$ cat src/rtl/wb_arbiter_pkg.sv
// Shared CPU write-back types.
//   REG_ADDR_W / XLEN : register-file address and data widths
//   wb_req_t          : one write request {valid, addr, data}. It is used by the primary
//                       stream, the secondary stream and the register-file write port.
//   fifo_entry_t      : secondary FIFO slot. stored = slot occupied, req.valid = live
//                       (not yet superseded by a younger primary write).
package wb_arbiter_pkg;

    localparam int unsigned REG_ADDR_W = 5;
    localparam int unsigned XLEN       = 32;

    typedef struct packed {
        logic                  valid;
        logic [REG_ADDR_W-1:0] addr;
        logic [XLEN-1:0]       data;
    } wb_req_t;

    typedef struct packed {
        logic    stored;
        wb_req_t req;
    } fifo_entry_t;

endpackage

$ cat src/rtl/wb_fifo.sv
// Secondary write-back FIFO with a live bit on each entry.
//   clk, rst_n            : clock and synchronous active-low reset
//   push_i, push_*_i      : enqueue {addr, data}. The new entry starts live. Ignored when full.
//   pop_i                 : drop the head entry. Ignored when empty.
//   kill_i, kill_addr_i   : clear the live bit of every stored entry that targets
//                           kill_addr_i. An entry pushed in the same cycle is not affected.
//   chk_addr_i            : address lookup. chk_pending_o = a stored live entry targets it.
//   head_o                : head entry. head_o.valid is its live bit.
//   count_o, full_o, empty_o : occupancy. Killed entries are included.
module wb_fifo
    import wb_arbiter_pkg::*;
#(
    parameter int unsigned DEPTH = 4
) (
    input  logic                       clk,
    input  logic                       rst_n,
    input  logic                       push_i,
    input  logic [REG_ADDR_W-1:0]      push_addr_i,
    input  logic [XLEN-1:0]            push_data_i,
    input  logic                       pop_i,
    input  logic                       kill_i,
    input  logic [REG_ADDR_W-1:0]      kill_addr_i,
    input  logic [REG_ADDR_W-1:0]      chk_addr_i,
    output logic                       chk_pending_o,
    output wb_req_t                    head_o,
    output logic [$clog2(DEPTH):0]     count_o,
    output logic                       full_o,
    output logic                       empty_o
);

    localparam int unsigned PtrW = $clog2(DEPTH);
    localparam int unsigned CntW = PtrW + 1;
    localparam logic [CntW-1:0] FullCnt = CntW'(DEPTH);
    localparam logic [CntW-1:0] CntOne  = CntW'(1);
    localparam logic [PtrW-1:0] PtrOne  = PtrW'(1);

    fifo_entry_t       mem_q [DEPTH];
    fifo_entry_t       mem_d [DEPTH];
    logic [PtrW-1:0]   rd_ptr_q, rd_ptr_d;
    logic [PtrW-1:0]   wr_ptr_q, wr_ptr_d;
    logic [CntW-1:0]   count_q, count_d;
    logic              push_ok, pop_ok;

    assign full_o  = (count_q == FullCnt);
    assign empty_o = (count_q == '0);
    assign count_o = count_q;
    assign head_o  = mem_q[rd_ptr_q].req;

    assign push_ok = push_i && !full_o;
    assign pop_ok  = pop_i && !empty_o;

    always_comb begin
        mem_d    = mem_q;
        rd_ptr_d = rd_ptr_q;
        wr_ptr_d = wr_ptr_q;
        count_d  = count_q;

        // Kill looks only at entries already stored, so it runs before the push below.
        if (kill_i) begin
            for (int i = 0; i < DEPTH; i++) begin
                if (mem_q[i].stored && (mem_q[i].req.addr == kill_addr_i)) begin
                    mem_d[i].req.valid = 1'b0;
                end
            end
        end

        if (pop_ok) begin
            mem_d[rd_ptr_q].stored    = 1'b0;
            mem_d[rd_ptr_q].req.valid = 1'b0;
            rd_ptr_d                  = rd_ptr_q + PtrOne;
        end

        // A push writes a free slot, which cannot be the head being popped.
        if (push_ok) begin
            mem_d[wr_ptr_q].stored    = 1'b1;
            mem_d[wr_ptr_q].req.valid = 1'b1;
            mem_d[wr_ptr_q].req.addr  = push_addr_i;
            mem_d[wr_ptr_q].req.data  = push_data_i;
            wr_ptr_d                  = wr_ptr_q + PtrOne;
        end

        if (push_ok && !pop_ok) begin
            count_d = count_q + CntOne;
        end else if (!push_ok && pop_ok) begin
            count_d = count_q - CntOne;
        end
    end

    always_comb begin
        chk_pending_o = 1'b0;
        for (int i = 0; i < DEPTH; i++) begin
            if (mem_q[i].stored && mem_q[i].req.valid && (mem_q[i].req.addr == chk_addr_i)) begin
                chk_pending_o = 1'b1;
            end
        end
        // Register 0 is never a real destination.
        if (chk_addr_i == '0) begin
            chk_pending_o = 1'b0;
        end
    end

    always_ff @(posedge clk) begin
        if (!rst_n) begin
            for (int i = 0; i < DEPTH; i++) begin
                mem_q[i] <= '0;
            end
            rd_ptr_q <= '0;
            wr_ptr_q <= '0;
            count_q  <= '0;
        end else begin
            for (int i = 0; i < DEPTH; i++) begin
                mem_q[i] <= mem_d[i];
            end
            rd_ptr_q <= rd_ptr_d;
            wr_ptr_q <= wr_ptr_d;
            count_q  <= count_d;
        end
    end

endmodule

$ cat src/rtl/wb_arbiter.sv
// Write-back arbiter. It merges the primary pipeline stream and the buffered
// secondary (long-latency) stream into the single register-file write port.
//   clk, rst_n                  : clock and synchronous active-low reset
//   p_valid/p_addr/p_data       : primary request. It has priority and is never stalled.
//   s_valid/s_ready/s_addr/s_data : secondary handshake. Entries go to a DEPTH-entry FIFO.
//   wb_we/wb_addr/wb_data       : registered register-file write port
//   chk_addr/chk_pending        : hazard lookup over live queued writes
//   stall_req                   : registered. Set after MAX_WAIT blocked cycles of the FIFO head.
//   count                       : FIFO occupancy. Killed entries are included.
module wb_arbiter
    import wb_arbiter_pkg::*;
#(
    parameter int unsigned DEPTH    = 4,
    parameter int unsigned MAX_WAIT = 8
) (
    input  logic                       clk,
    input  logic                       rst_n,
    input  logic                       p_valid,
    input  logic [REG_ADDR_W-1:0]      p_addr,
    input  logic [XLEN-1:0]            p_data,
    input  logic                       s_valid,
    output logic                       s_ready,
    input  logic [REG_ADDR_W-1:0]      s_addr,
    input  logic [XLEN-1:0]            s_data,
    output logic                       wb_we,
    output logic [REG_ADDR_W-1:0]      wb_addr,
    output logic [XLEN-1:0]            wb_data,
    input  logic [REG_ADDR_W-1:0]      chk_addr,
    output logic                       chk_pending,
    output logic                       stall_req,
    output logic [$clog2(DEPTH):0]     count
);

    localparam int unsigned WaitW = (MAX_WAIT < 1) ? 1 : $clog2(MAX_WAIT + 1);
    localparam logic [WaitW-1:0] WaitMax = WaitW'(MAX_WAIT);
    localparam logic [WaitW-1:0] WaitOne = WaitW'(1);

    wb_req_t          wb_q, wb_d;
    wb_req_t          head;
    logic [WaitW-1:0] wait_q, wait_d;
    logic             stall_q, stall_d;

    logic             fifo_full, fifo_empty, fifo_chk;
    logic             push, pop, kill;

    // A full FIFO stays unready even when the head pops in the same cycle.
    assign s_ready = rst_n && !fifo_full;
    // Writes to r0 are accepted but never stored.
    assign push    = s_valid && s_ready && (s_addr != '0);
    assign pop     = !p_valid && !fifo_empty;
    // A granted primary write supersedes older queued writes to the same register.
    assign kill    = p_valid && (p_addr != '0);

    wb_fifo #(
        .DEPTH (DEPTH)
    ) u_fifo (
        .clk           (clk),
        .rst_n         (rst_n),
        .push_i        (push),
        .push_addr_i   (s_addr),
        .push_data_i   (s_data),
        .pop_i         (pop),
        .kill_i        (kill),
        .kill_addr_i   (p_addr),
        .chk_addr_i    (chk_addr),
        .chk_pending_o (fifo_chk),
        .head_o        (head),
        .count_o       (count),
        .full_o        (fifo_full),
        .empty_o       (fifo_empty)
    );

    assign chk_pending = rst_n && fifo_chk;

    always_comb begin
        // Address and data hold their last values on idle slots.
        wb_d       = wb_q;
        wb_d.valid = 1'b0;
        if (p_valid) begin
            if (p_addr != '0) begin
                wb_d.valid = 1'b1;
                wb_d.addr  = p_addr;
                wb_d.data  = p_data;
            end
        end else if (pop) begin
            // A killed head uses its slot but does not write.
            if (head.valid) begin
                wb_d.valid = 1'b1;
                wb_d.addr  = head.addr;
                wb_d.data  = head.data;
            end
        end
    end

    always_comb begin
        wait_d = wait_q;
        if (fifo_empty || pop) begin
            wait_d = '0;
        end else if (p_valid && (wait_q != WaitMax)) begin
            wait_d = wait_q + WaitOne;
        end
        // Registered together with wait_q, so stall_req tracks wait_q >= MAX_WAIT.
        stall_d = (wait_d >= WaitMax);
    end

    always_ff @(posedge clk) begin
        if (!rst_n) begin
            wb_q    <= '0;
            wait_q  <= '0;
            stall_q <= 1'b0;
        end else begin
            wb_q    <= wb_d;
            wait_q  <= wait_d;
            stall_q <= stall_d;
        end
    end

    assign wb_we     = wb_q.valid;
    assign wb_addr   = wb_q.addr;
    assign wb_data   = wb_q.data;
    assign stall_req = stall_q;

endmodule

$ cat config.mk
export PLATFORM = sky130hd
export DESIGN_NAME = wb_arbiter
export DESIGN_NICKNAME = d
export VERILOG_FILES = /design/src/rtl/wb_arbiter_pkg.sv /design/src/rtl/wb_fifo.sv /design/src/rtl/wb_arbiter.sv
export SDC_FILE = /design/constraint.sdc
export NUM_CORES = 1
export LEC_CHECK = 0
export ABC_CLOCK_PERIOD_IN_PS = 5000
export CAP_MARGIN = 40
export CORE_ASPECT_RATIO = 1.75
export CORE_MARGIN = 5
export CORE_UTILIZATION = 40
export DETAILED_ROUTE_END_ITERATION = 12
export PLACE_DENSITY = 0.59
export SYNTH_ARGS = -nofsm -noshare
export SYNTH_HDL_FRONTEND = slang
export SYNTH_SLANG_ARGS = --single-unit
$ cat constraint.sdc
create_clock -name clk -period 5 [get_ports clk]
set_input_delay 1 -clock clk [delete_from_list [all_inputs] [get_ports clk]]
set_output_delay 1 -clock clk [all_outputs]
set_load 0.005 [all_outputs]
==> results of run 1 <==
-- cell usage in the layout, fill, tap and decap left out, types with 3 or more instances in the layout --
cell / Yosys / final
dfxtp_1: 206 / 204
clkbuf_1: 46 / 3
nor4_1: 8 / 8
clkbuf_8: 0 / 7
a221o_1: 30 / 30
clkbuf_16: 0 / 21
and2_1: 5 / 5
a21oi_1: 4 / 4
o21ai_0: 154 / 154
mux4_2: 38 / 38
ha_1: 11 / 11
a21boi_0: 4 / 4
xor2_1: 34 / 34
and3_1: 33 / 32
a221oi_1: 5 / 5
a41o_1: 4 / 4
nand4_1: 10 / 10
nor2_1: 13 / 9
clkdlybuf4s50_1: 0 / 125
nor2_4: 0 / 4
buf_4: 2 / 10
nand2_1: 306 / 306
inv_1: 13 / 13
nor2b_1: 5 / 5
xnor2_1: 13 / 13
-- layout make-up --
cell class / instances / area, sq um / area share [%]
clock inverter: 4 / 47.5 / 0.432
antenna: 1 / 2.50 / 0.0228
inverter: 13 / 48.8 / 0.444
sequential: 206 / 4130 / 37.5
timing repair buffer: 137 / 1360 / 12.3
multi-input combinational: 697 / 4410 / 40.1
clock buffer: 31 / 633 / 5.76
tap: 296 / 370 / 3.37
-- final timing paths --
kind / start / to / slack, ns / cells after the start
setup / recovery: chk_addr[3] / chk_pending / 0.97 / 7
hold / removal: u_fifo.mem_q[135] / u_fifo.mem_q[135] / 0.46 / 2
setup reg to reg: u_fifo.rd_ptr_q[0] / wb_data[0] / 2.23 / 4
hold reg to reg: u_fifo.mem_q[135] / u_fifo.mem_q[135] / 0.46 / 2
-- flip-flops by register name (all words and copies together) (netlist names) --
register / cells
stall_req: 1
u_fifo.count_o: 3
wb_addr: 5
u_fifo.mem_q: 156
wait_q: 4
u_fifo.rd_ptr_q: 2
wb_we: 1
u_fifo.wr_ptr_q: 2
wb_data: 32
-- where the power goes --
part | internal, uW | total (uW) | switching [uW]
Combinational | 413 | 795 | 382
Sequential | 1770 | 1900 | 132
Clock | 921 | 1550 | 625
Total | 3100 | 4240 | 1140
-- critical path, cell delays in order --
cell and delay [ns]:
clkdlybuf4s50_1 0.55, xor2_1 0.21, nor4_1 0.32, nand4_1 0.17, nand4_1 0.11, o311a_1 0.16, clkdlybuf4s50_1 0.50
-- stage by stage --
stage,cells,instance area (sq um)
floorplan,1002,8960
global placement,1348,10300
detailed placement,1349,10300
CTS,1384,11000
global route,1385,11000
finish,1385,11000
-- metal layers --
metal,GRT usage (%),vias up,wire (um)
met4,5.97,2,709
met1,21.4,3343,9440
met2,32.9,162,12100
li1,-,3581,-
met5,0,-,20
met3,2.50,59,1080
-- logic make-up (layout without fill, tap and decap cells) --
kind of cell    Yosys count  after routing  share of synthesized area [%]
compound gates          208            208                           14.3
xor+xnor                 47             47                           4.60
fa+ha+maj                12             12                           1.76
buf+inv                  99            185                           5.07
flops                   206            206                           46.0
mux                      40             40                           9.78
other cells               0              1                              0
simple gates            390            390                           18.5
==> impl_results.md, run 1 <==
- DR vias: 7147
- Synth top area share: 46.0%
- CTS tree: yes
- Max Clock Skew: 0.0143 ns
- Clk_lat worst skew: 0.49 ns
- Detail Route Antenna Nets: 0
- # fillers: ~2100
- Number of buffers created by CTS: 20
- Tmin final: 4.03 ns
- Core Util, Final: 49.8%
- Vias in the first global route: slightly above 7000
- Setup CP Type: in -> out
- CTS Hold Bufs: 0
- Ports: 127
- Synth area leader: dfxtp_1
- Warnings, synthesis: 0
- Sink Count: 206
- Total GRT Usage: 18.1%
- Vias per cell: 5.16
- Slew Limit Fails: 0
- Final period util: 80.5%
- Slew margin rel.: 44.2%
- Finish-stage setup viols: 0
- Register area share after synthesis: between 40 and 50%
- Post-cts sizing count: 0
- Mapped cell area: roughly 9000 sq um
- Status: finished clean
- Die height: 208 um
- Maxcap violations: 0
- Worst Hold Class: reg -> reg
- Cells after synthesis: 1002
- Layout cells sized above 1: under 10%
- Global route overflow: 0
- CTS max path bufs: 3
- CP Data Arrival Time: 3.03 ns
- Initial Utilization: between 40% and 50%
- Syn nets: ~1100
- Core Area: approximately 22000 sq um
- RSZ-0062 raised after global routing: false
- Worst slack after detailed placement: 0.999 ns
- Die area: 25600 sq um
- Die Span X: 123 um
- Power Dens Cells: slightly below 400 nW/um^2
- Req. time, crit path: ~4 ns
- Slew @ Worst Pin: 0.836 ns
- Area grow syn2layout: 22.8%
- DRC viols: 0
- FP Rows: 72
- CTS Root Cell: clkbuf_16
- Mean post-synth cell area: 8.94 sq um
- Post-synth EDFFs: 0
- Fin. Hold Viols: 0
- Drt wl/cell: approximately 17 um
- Maximum number of pins on one net before global-route repair: 85
- Final nets: 1170
- Synthesized flop and latch total: 206
- Post-synth top flop: dfxtp_1
- CP Capture Type: primary output
- Total power: 4240 uW
- Setup TNS: 0 ns
- Postcts setup bufs: 0
- Synth unique cells: 40
- First-pass GRT wire length: 37400 um
- Setup ws final: 0.974 ns
- First DRT Iteration DRCs: 390
- Fmax achieved: 248 MHz
- Top cells by area, synth: dfxtp_1 46%, nand2_1 13%, mux4_2 9.6%, o21ai_0 8.6%, a221o_1 3.4%
- Most frequent cell after synthesis: nand2_1
- Critical path startpoint category: primary input
- Hold slack: 0.456 ns
- IO buf count: 126
- Final WL: 23400 um
- # H-tree levels: 1
- Worst-path clk slew: 0.06 ns
- Max IR drop VDD: about 0.24 mV
- Synth async-reset ratio: 0%
- Drt first pass iters: 4
- Worst Path Max Fanout: 5
- Pleak: around 0.004 uW
- Initial antenna violation count: 2
- GPL Wtd Cong: 0.829
- Post-synth top cells: 306 x nand2_1, 206 x dfxtp_1, 154 x o21ai_0
- Hpwl dp: ~15000 um
Power figures use the tool's default switching activity.
==> run 2, diff against run 1 <==
--- a/config.mk
+++ b/config.mk
@@ -5,7 +5,7 @@
 export SDC_FILE = /design/constraint.sdc
 export NUM_CORES = 1
 export LEC_CHECK = 0
-export ABC_CLOCK_PERIOD_IN_PS = 5000
+export ABC_CLOCK_PERIOD_IN_PS = 3800
 export CAP_MARGIN = 40
 export CORE_ASPECT_RATIO = 1.75
 export CORE_MARGIN = 5
==> constraint.sdc (replaced) <==
create_clock -name clk -period 3.8 [get_ports clk]
set_input_delay 0.76 -clock clk [delete_from_list [all_inputs] [get_ports clk]]
set_output_delay 0.76 -clock clk [all_outputs]
set_load 0.005 [all_outputs]
==> run 2 against run 1 <==
  * Global-route usage is 0.15 points higher
  * Power is 29% higher
  * Hold slack worse by 0.00056 ns
  * Largest power group unchanged
  * Clock skew is 0.0037 ns higher
  * First-iteration DRC count is 17% lower
  * Highest routed layer is now met4
==> impl_results.md, run 2 (synthesized netlist as in run 1, its figures left out) <==
- Postcts setup bufs: 0 (unchanged)
- Drt first pass iters: 4 (unchanged)
- Worst Hold Class: reg -> reg
- Most common cell after layout, fill and taps aside: nand2_1
- First DRT Iteration DRCs: 324 (-17%)
- Vias per cell: 5.16 (about the same)
- CP Capture Type: primary output
- Number of buffers created by CTS: 21 (+5.0%)
- Setup TNS: 0 ns (unchanged)
- Die height: 208 um (unchanged)
- Max reg flops: 156 (unchanged)
- Max Clock Skew: 0.0180 ns (+0.00366 ns)
- RSZ-0062 raised after global routing: false
- Worst Path Max Fanout: 5 (unchanged)
- Final WL: 23300 um (-0.16%)
- Maxcap violations: 0 (unchanged)
- Slew Limit Fails: 0 (unchanged)
- Die Span X: 123 um (unchanged)
- CTS Root Cell: clkbuf_16
- Hpwl dp: 15500 um (+4.8%)
- Detail Route Antenna Nets: 0 (unchanged)
- Worst-path clk slew: 0.05 ns (about the same)
- WHS Endpoint: u_fifo.mem_q[17]
- CTS tree: yes
- Slew @ Worst Pin: 0.863 ns (+0.0269 ns)
- Flop2flop setup slack: 1.58 ns (-0.65 ns)
- Final cell area excluding filler cells: 11100 sq um (+0.50%)
- Critical path startpoint category: primary input
- Reg2reg start: u_fifo.count_o[0]
- Maximum number of pins on one net before global-route repair: 85 (unchanged)
- Setup CP Type: in -> out
- Fin. Hold Viols: 0 (unchanged)
- Global route overflow: 0 (unchanged)
- Total GRT Usage: 18.2% (+0.15 points)
- Finished Layout Cells: 1389 (+0.29%)
- Most frequent cells in the layout: 306 x nand2_1, 204 x dfxtp_1, 154 x o21ai_0
- DR vias: 7171 (+0.34%)
- Placed Cells: 1356 (+0.52%)
- IO buf count: 126 (unchanged)
- R2r worst-path depth: 9 (+5)
- Sink Count: 206 (unchanged)
- Finish-stage setup viols: 0 (unchanged)
- # H-tree levels: 1 (unchanged)
- Status: finished clean
- CTS Hold Bufs: 0 (unchanged)
- Hold depth: 2 (unchanged)
- Die area: 25600 sq um (unchanged)
- Layout cells sized above 1: 8.97% (-0.033 points)
- Area grow syn2layout: 23.4%
- Initial Utilization: 40.6% (unchanged)
- Tmin final: 3.46 ns
- Post-cts sizing count: 0 (unchanged)
- Max IR drop VDD: 0.356 mV (+47%)
- CP Data Arrival Time: 2.70 ns (-0.33 ns)
- Final period util: 91.0%
- Ports: 127 (unchanged)
- Slew margin rel.: 42.3% (-1.9 points)
- Power Dens Cells: 494 nW/um^2 (+28%)
- Largest Register: u_fifo.mem_q
- Req. time, crit path: 3.04 ns (-0.96 ns)
- Core Util, Final: 50.1% (+0.25 points)
- DRC viols: 0 (unchanged)
- Initial antenna violation count: 1 (-1)
- Total power: 5460 uW (+29%)
- Drt wl/cell: 16.8 um (-0.45%)
- FP Rows: 72 (unchanged)
- GPL Wtd Cong: 0.849 (+2.5%)
- Placed cell areas: 10400 sq um (+1.3%)
- Clk_lat worst skew: 0.49 ns (about the same)
- Core Area: 22100 sq um (unchanged)
- Final nets: 1178 (+0.68%)
- Fmax achieved: 289 MHz
- Worst Min Path Start: u_fifo.mem_q[17]
- Pleak: 0.00404 uW (+0.54%)
- Vias in the first global route: 7237 (-0.18%)
- First-pass GRT wire length: 37800 um (+0.83%)
- FF-to-FF End: u_fifo.count_o[2]
- CTS max path bufs: 3 (unchanged)
==> run 2: cell count changes in the layout (fill, tap and decap cells not counted), sizes merged <==
cell,change
clkbuf,-2
buf,+7
clkinvlp,-1
==> run 2: worst max-delay path by stage <==
stage           startpoint                 to  slack [ns]  cells after the start
6_report       chk_addr[4]        chk_pending        0.34                      7
5_1_grt        chk_addr[4]        chk_pending        0.20                      7
4_1_cts        chk_addr[4]        chk_pending        0.32                      7
3_5_place_dp   chk_addr[4]        chk_pending        0.32                      7
3_3_place_gp   chk_addr[4]        chk_pending        0.31                      7
2_1_floorplan    s_addr[3]  u_fifo.count_o[2]        1.10                      9
==> run 2: area by class of cell <==
class / instances / area (sq um)
multi-input cells: 697 / 4410
clock inverters: 3 / 40.0
fillers: 2102 / 11000
clock buffers: 29 / 566
repair buffers: 144 / 1490
well taps: 296 / 370
flip-flops and latches: 206 / 4130
diodes: 1 / 2.50
inverters: 13 / 48.8
==> run 2: report_power, final <==
part / switching [uW] / internal, uW / total, uW
Clock: 809 / 1100 / 1910
Combinational: 527 / 564 / 1090
Sequential: 142 / 2330 / 2470
==> run 2: through the flow <==
stage	hold slack, ns	setup WS [ns]
5_1_grt	0.473	0.202
3_3_place_gp	0.441	0.309
4_1_cts	0.457	0.315
6_report	0.456	0.342
3_5_place_dp	0.449	0.320
2_1_floorplan	0.433	1.10
==> run 2: routing by layer <==
metal  global-route usage, %  vias to the layer above  share of wire (%)
li1                        -                     3595                  -
met1                    21.9                     3380                 40
met2                    32.4                      153                 52
met3                    2.36                       43                4.3
met4                    7.15                        0                3.4
met5                       0                        -                  0
==> run 2: worst max-delay path, cell delays in order <==
cell and delay (ns):
clkdlybuf4s50_1 0.54, xor2_1 0.20, nor4_1 0.28, nand4_1 0.13
nand4_1 0.12, o311a_1 0.17, clkdlybuf4s50_1 0.50
==> run 3, diff against run 2 <==
--- a/config.mk
+++ b/config.mk
@@ -12,6 +12,7 @@
 export CORE_UTILIZATION = 40
 export DETAILED_ROUTE_END_ITERATION = 12
 export PLACE_DENSITY = 0.59
+export SLEW_MARGIN = 25
 export SYNTH_ARGS = -nofsm -noshare
 export SYNTH_HDL_FRONTEND = slang
 export SYNTH_SLANG_ARGS = --single-unit
==> run 3 against run 2 <==
  * Global-route usage barely moved
  * Clock power rose by 12%
  * Register-to-register slack is essentially flat
  * Critical endpoint unchanged
  * Largest cell class unchanged
  * Die area unchanged
  * Largest power group unchanged
  * Critical path depth did not move
  * Critical path type unchanged
  * Clock skew down 0.0087 ns
  * Power is 4.2% higher
  * Routed wire length grew 1.2%
  * Worst setup slack improved by 0.0014 ns
  * Combinational power about the same
  * Non-clock buffer count increased by 2
==> impl_results.md, run 3 (synthesized netlist as in run 1, its figures left out) <==
- Final period util: 91.0% (about the same)
- Initial Utilization: 40.6% (unchanged)
- Worst-path clk slew: 0.06 ns (about the same)
- Final nets: 1180 (+0.17%)
- Die area: 25600 sq um (unchanged)
- Vias per cell: 5.18 (+0.36%)
- # H-tree levels: 1 (unchanged)
- Global route overflow: 0 (unchanged)
- IO buf count: 126 (unchanged)
- Drt first pass iters: 6 (+2)
- Final cell area excluding filler cells: 11200 sq um (+1.2%)
- Fin. Hold Viols: 0 (unchanged)
- Worst Hold Class: reg -> reg
- Sink Count: 206 (unchanged)
- Initial antenna violation count: 2 (+1)
- Most common cell after layout, fill and taps aside: nand2_1
- Fmax achieved: 289 MHz (about the same)
- Ports: 127 (unchanged)
- Total power: 5690 uW (+4.2%)
- Post-cts sizing count: 0 (unchanged)
- M3 GR Usage: 2.58% (+0.22 points)
- Met2 usage: 32.2% (-0.21 points)
- Slew @ Worst Pin: 0.793 ns (-0.0707 ns)
- Finish-stage setup viols: 0 (unchanged)
- Core Area: 22100 sq um (unchanged)
- Hpwl dp: 15600 um (+0.36%)
- DR vias: 7233 (+0.86%)
- CTS Hold Bufs: 0 (unchanged)
- FP Rows: 72 (unchanged)
- Clk_lat worst skew: 0.49 ns (about the same)
- Final WL: 23600 um (+1.2%)
- Maxcap violations: 0 (unchanged)
- Status: finished clean
- Slowest stage cell, crit path: clkdlybuf4s50_1
- R2r worst-path depth: 9 (unchanged)
- Power Dens Cells: 509 nW/um^2 (+3.0%)
- RSZ-0062 raised after global routing: false
- Worst slack after detailed placement: 0.332 ns (+0.0119 ns)
- Hold depth: 2 (unchanged)
- Worst path cell trace: clkdlybuf4s50_1, xor2_1, nor4_1, nand4_1, nand4_1, o311a_1, clkdlybuf4s50_1
- CTS tree: yes
- Reg2reg start: u_fifo.count_o[0]
- Req. time, crit path: 3.04 ns (about the same)
- Worst Path Max Fanout: 5 (unchanged)
- Slew margin rel.: 47.0% (+4.7 points)
- Pleak: 0.00410 uW (+1.5%)
- Detail Route Antenna Nets: 0 (unchanged)
- CTS max path bufs: 3 (unchanged)
- CP Data Arrival Time: 2.70 ns (about the same)
- Busiest grt layer: met2
- Met1 Resource Use GR: 22.2% (+0.29 points)
- First DRT Iteration DRCs: 395 (+22%)
- Die Span X: 123 um (unchanged)
- Slew Limit Fails: 0 (unchanged)
- Maximum number of pins on one net before global-route repair: 64 (-25%)
- Vias in the first global route: 7283 (+0.64%)
- Max IR drop VDD: 0.275 mV (-23%)
- Layout cells sized above 1: 9.47% (+0.50 points)
- Area grow syn2layout: 24.8%
- CTS Root Cell: clkbuf_16
- Setup ws final: 0.343 ns (+0.00138 ns)
- Largest Register: u_fifo.mem_q
- Max Clock Skew: 0.00924 ns (-0.00872 ns)
- DRC viols: 0 (unchanged)
- Tmin final: 3.46 ns (-0.00138 ns)
- CP Capture Type: primary output
- Number of buffers created by CTS: 21 (unchanged)
- Placed cell areas: 10400 sq um (about the same)
- Worst Min Path Start: u_fifo.mem_q[44]
- Critical path startpoint category: primary input
- Drt wl/cell: 16.9 um (+0.65%)
- Hold slack: 0.453 ns (-0.00232 ns)
- CP startpoint: chk_addr[4]
- GPL Wtd Cong: 0.849 (unchanged)
- First-pass GRT wire length: 37800 um (+0.22%)
- Postcts setup bufs: 0 (unchanged)
- Worst stage delay on the critical path: 0.54 ns (about the same)
- Most frequent cells in the layout: 306 x nand2_1, 204 x dfxtp_1, 154 x o21ai_0
- Total GRT Usage: 18.3% (about the same)
- Setup CP Type: in -> out
- Setup TNS: 0 ns (unchanged)
- Die height: 208 um (unchanged)
- Max reg flops: 156 (unchanged)
[run 3: cell types whose count changed in the layout (fill, tap and decap cells not counted), sizes merged]
cell    delta
inv        +1
bufinv     +2
buf        +2
clkinv     -1
clkbuf     +2
diode      +1
[run 3: routing by layer]
layer	vias up	wire length (um)
li1	3612	-
met1	3432	9750
met2	145	12200
met3	44	993
met4	0	645
met5	-	0
[run 3: worst paths after layout]
| check | slack, ns | end |
|---|---|---|
| hold reg to reg | 0.45 | u_fifo.mem_q[44] |
| setup / recovery | 0.34 | chk_pending |
| setup reg to reg | 1.57 | u_fifo.count_o[2] |
| hold / removal | 0.45 | u_fifo.mem_q[44] |
[run 3: area by class of cell]
class,instances,area [sq um]
fill,2114,10900
multi-input combinational,697,4410
sequential,206,4130
timing repair buffer,146,1520
clock buffer,31,593
tap,296,370
clock inverter,5,106
inverter,13,48.8
antenna,2,5.00
[run 3: through the flow]
stage          utilization, %  std cells
6_report                 50.7       1396
5_1_grt                  50.7       1396
4_1_cts                  50.5       1392
3_5_place_dp             47.3       1356
3_3_place_gp             47.1       1354
2_1_floorplan               -       1002
[run 3: critical path: cells and delay by family]
kind	cells	cell delay, ns
xor gates and xnor gates	1	0.20
AOI/OAI and AO/OA	1	0.17
and+or+nand+nor	3	0.53
buffers and inverters	2	1.04
[run 3: power by group]
part / switching (uW) / total, uW / internal, uW
logic: 532 / 1100 / 565
clock network: 845 / 2130 / 1290
registers: 142 / 2470 / 2320
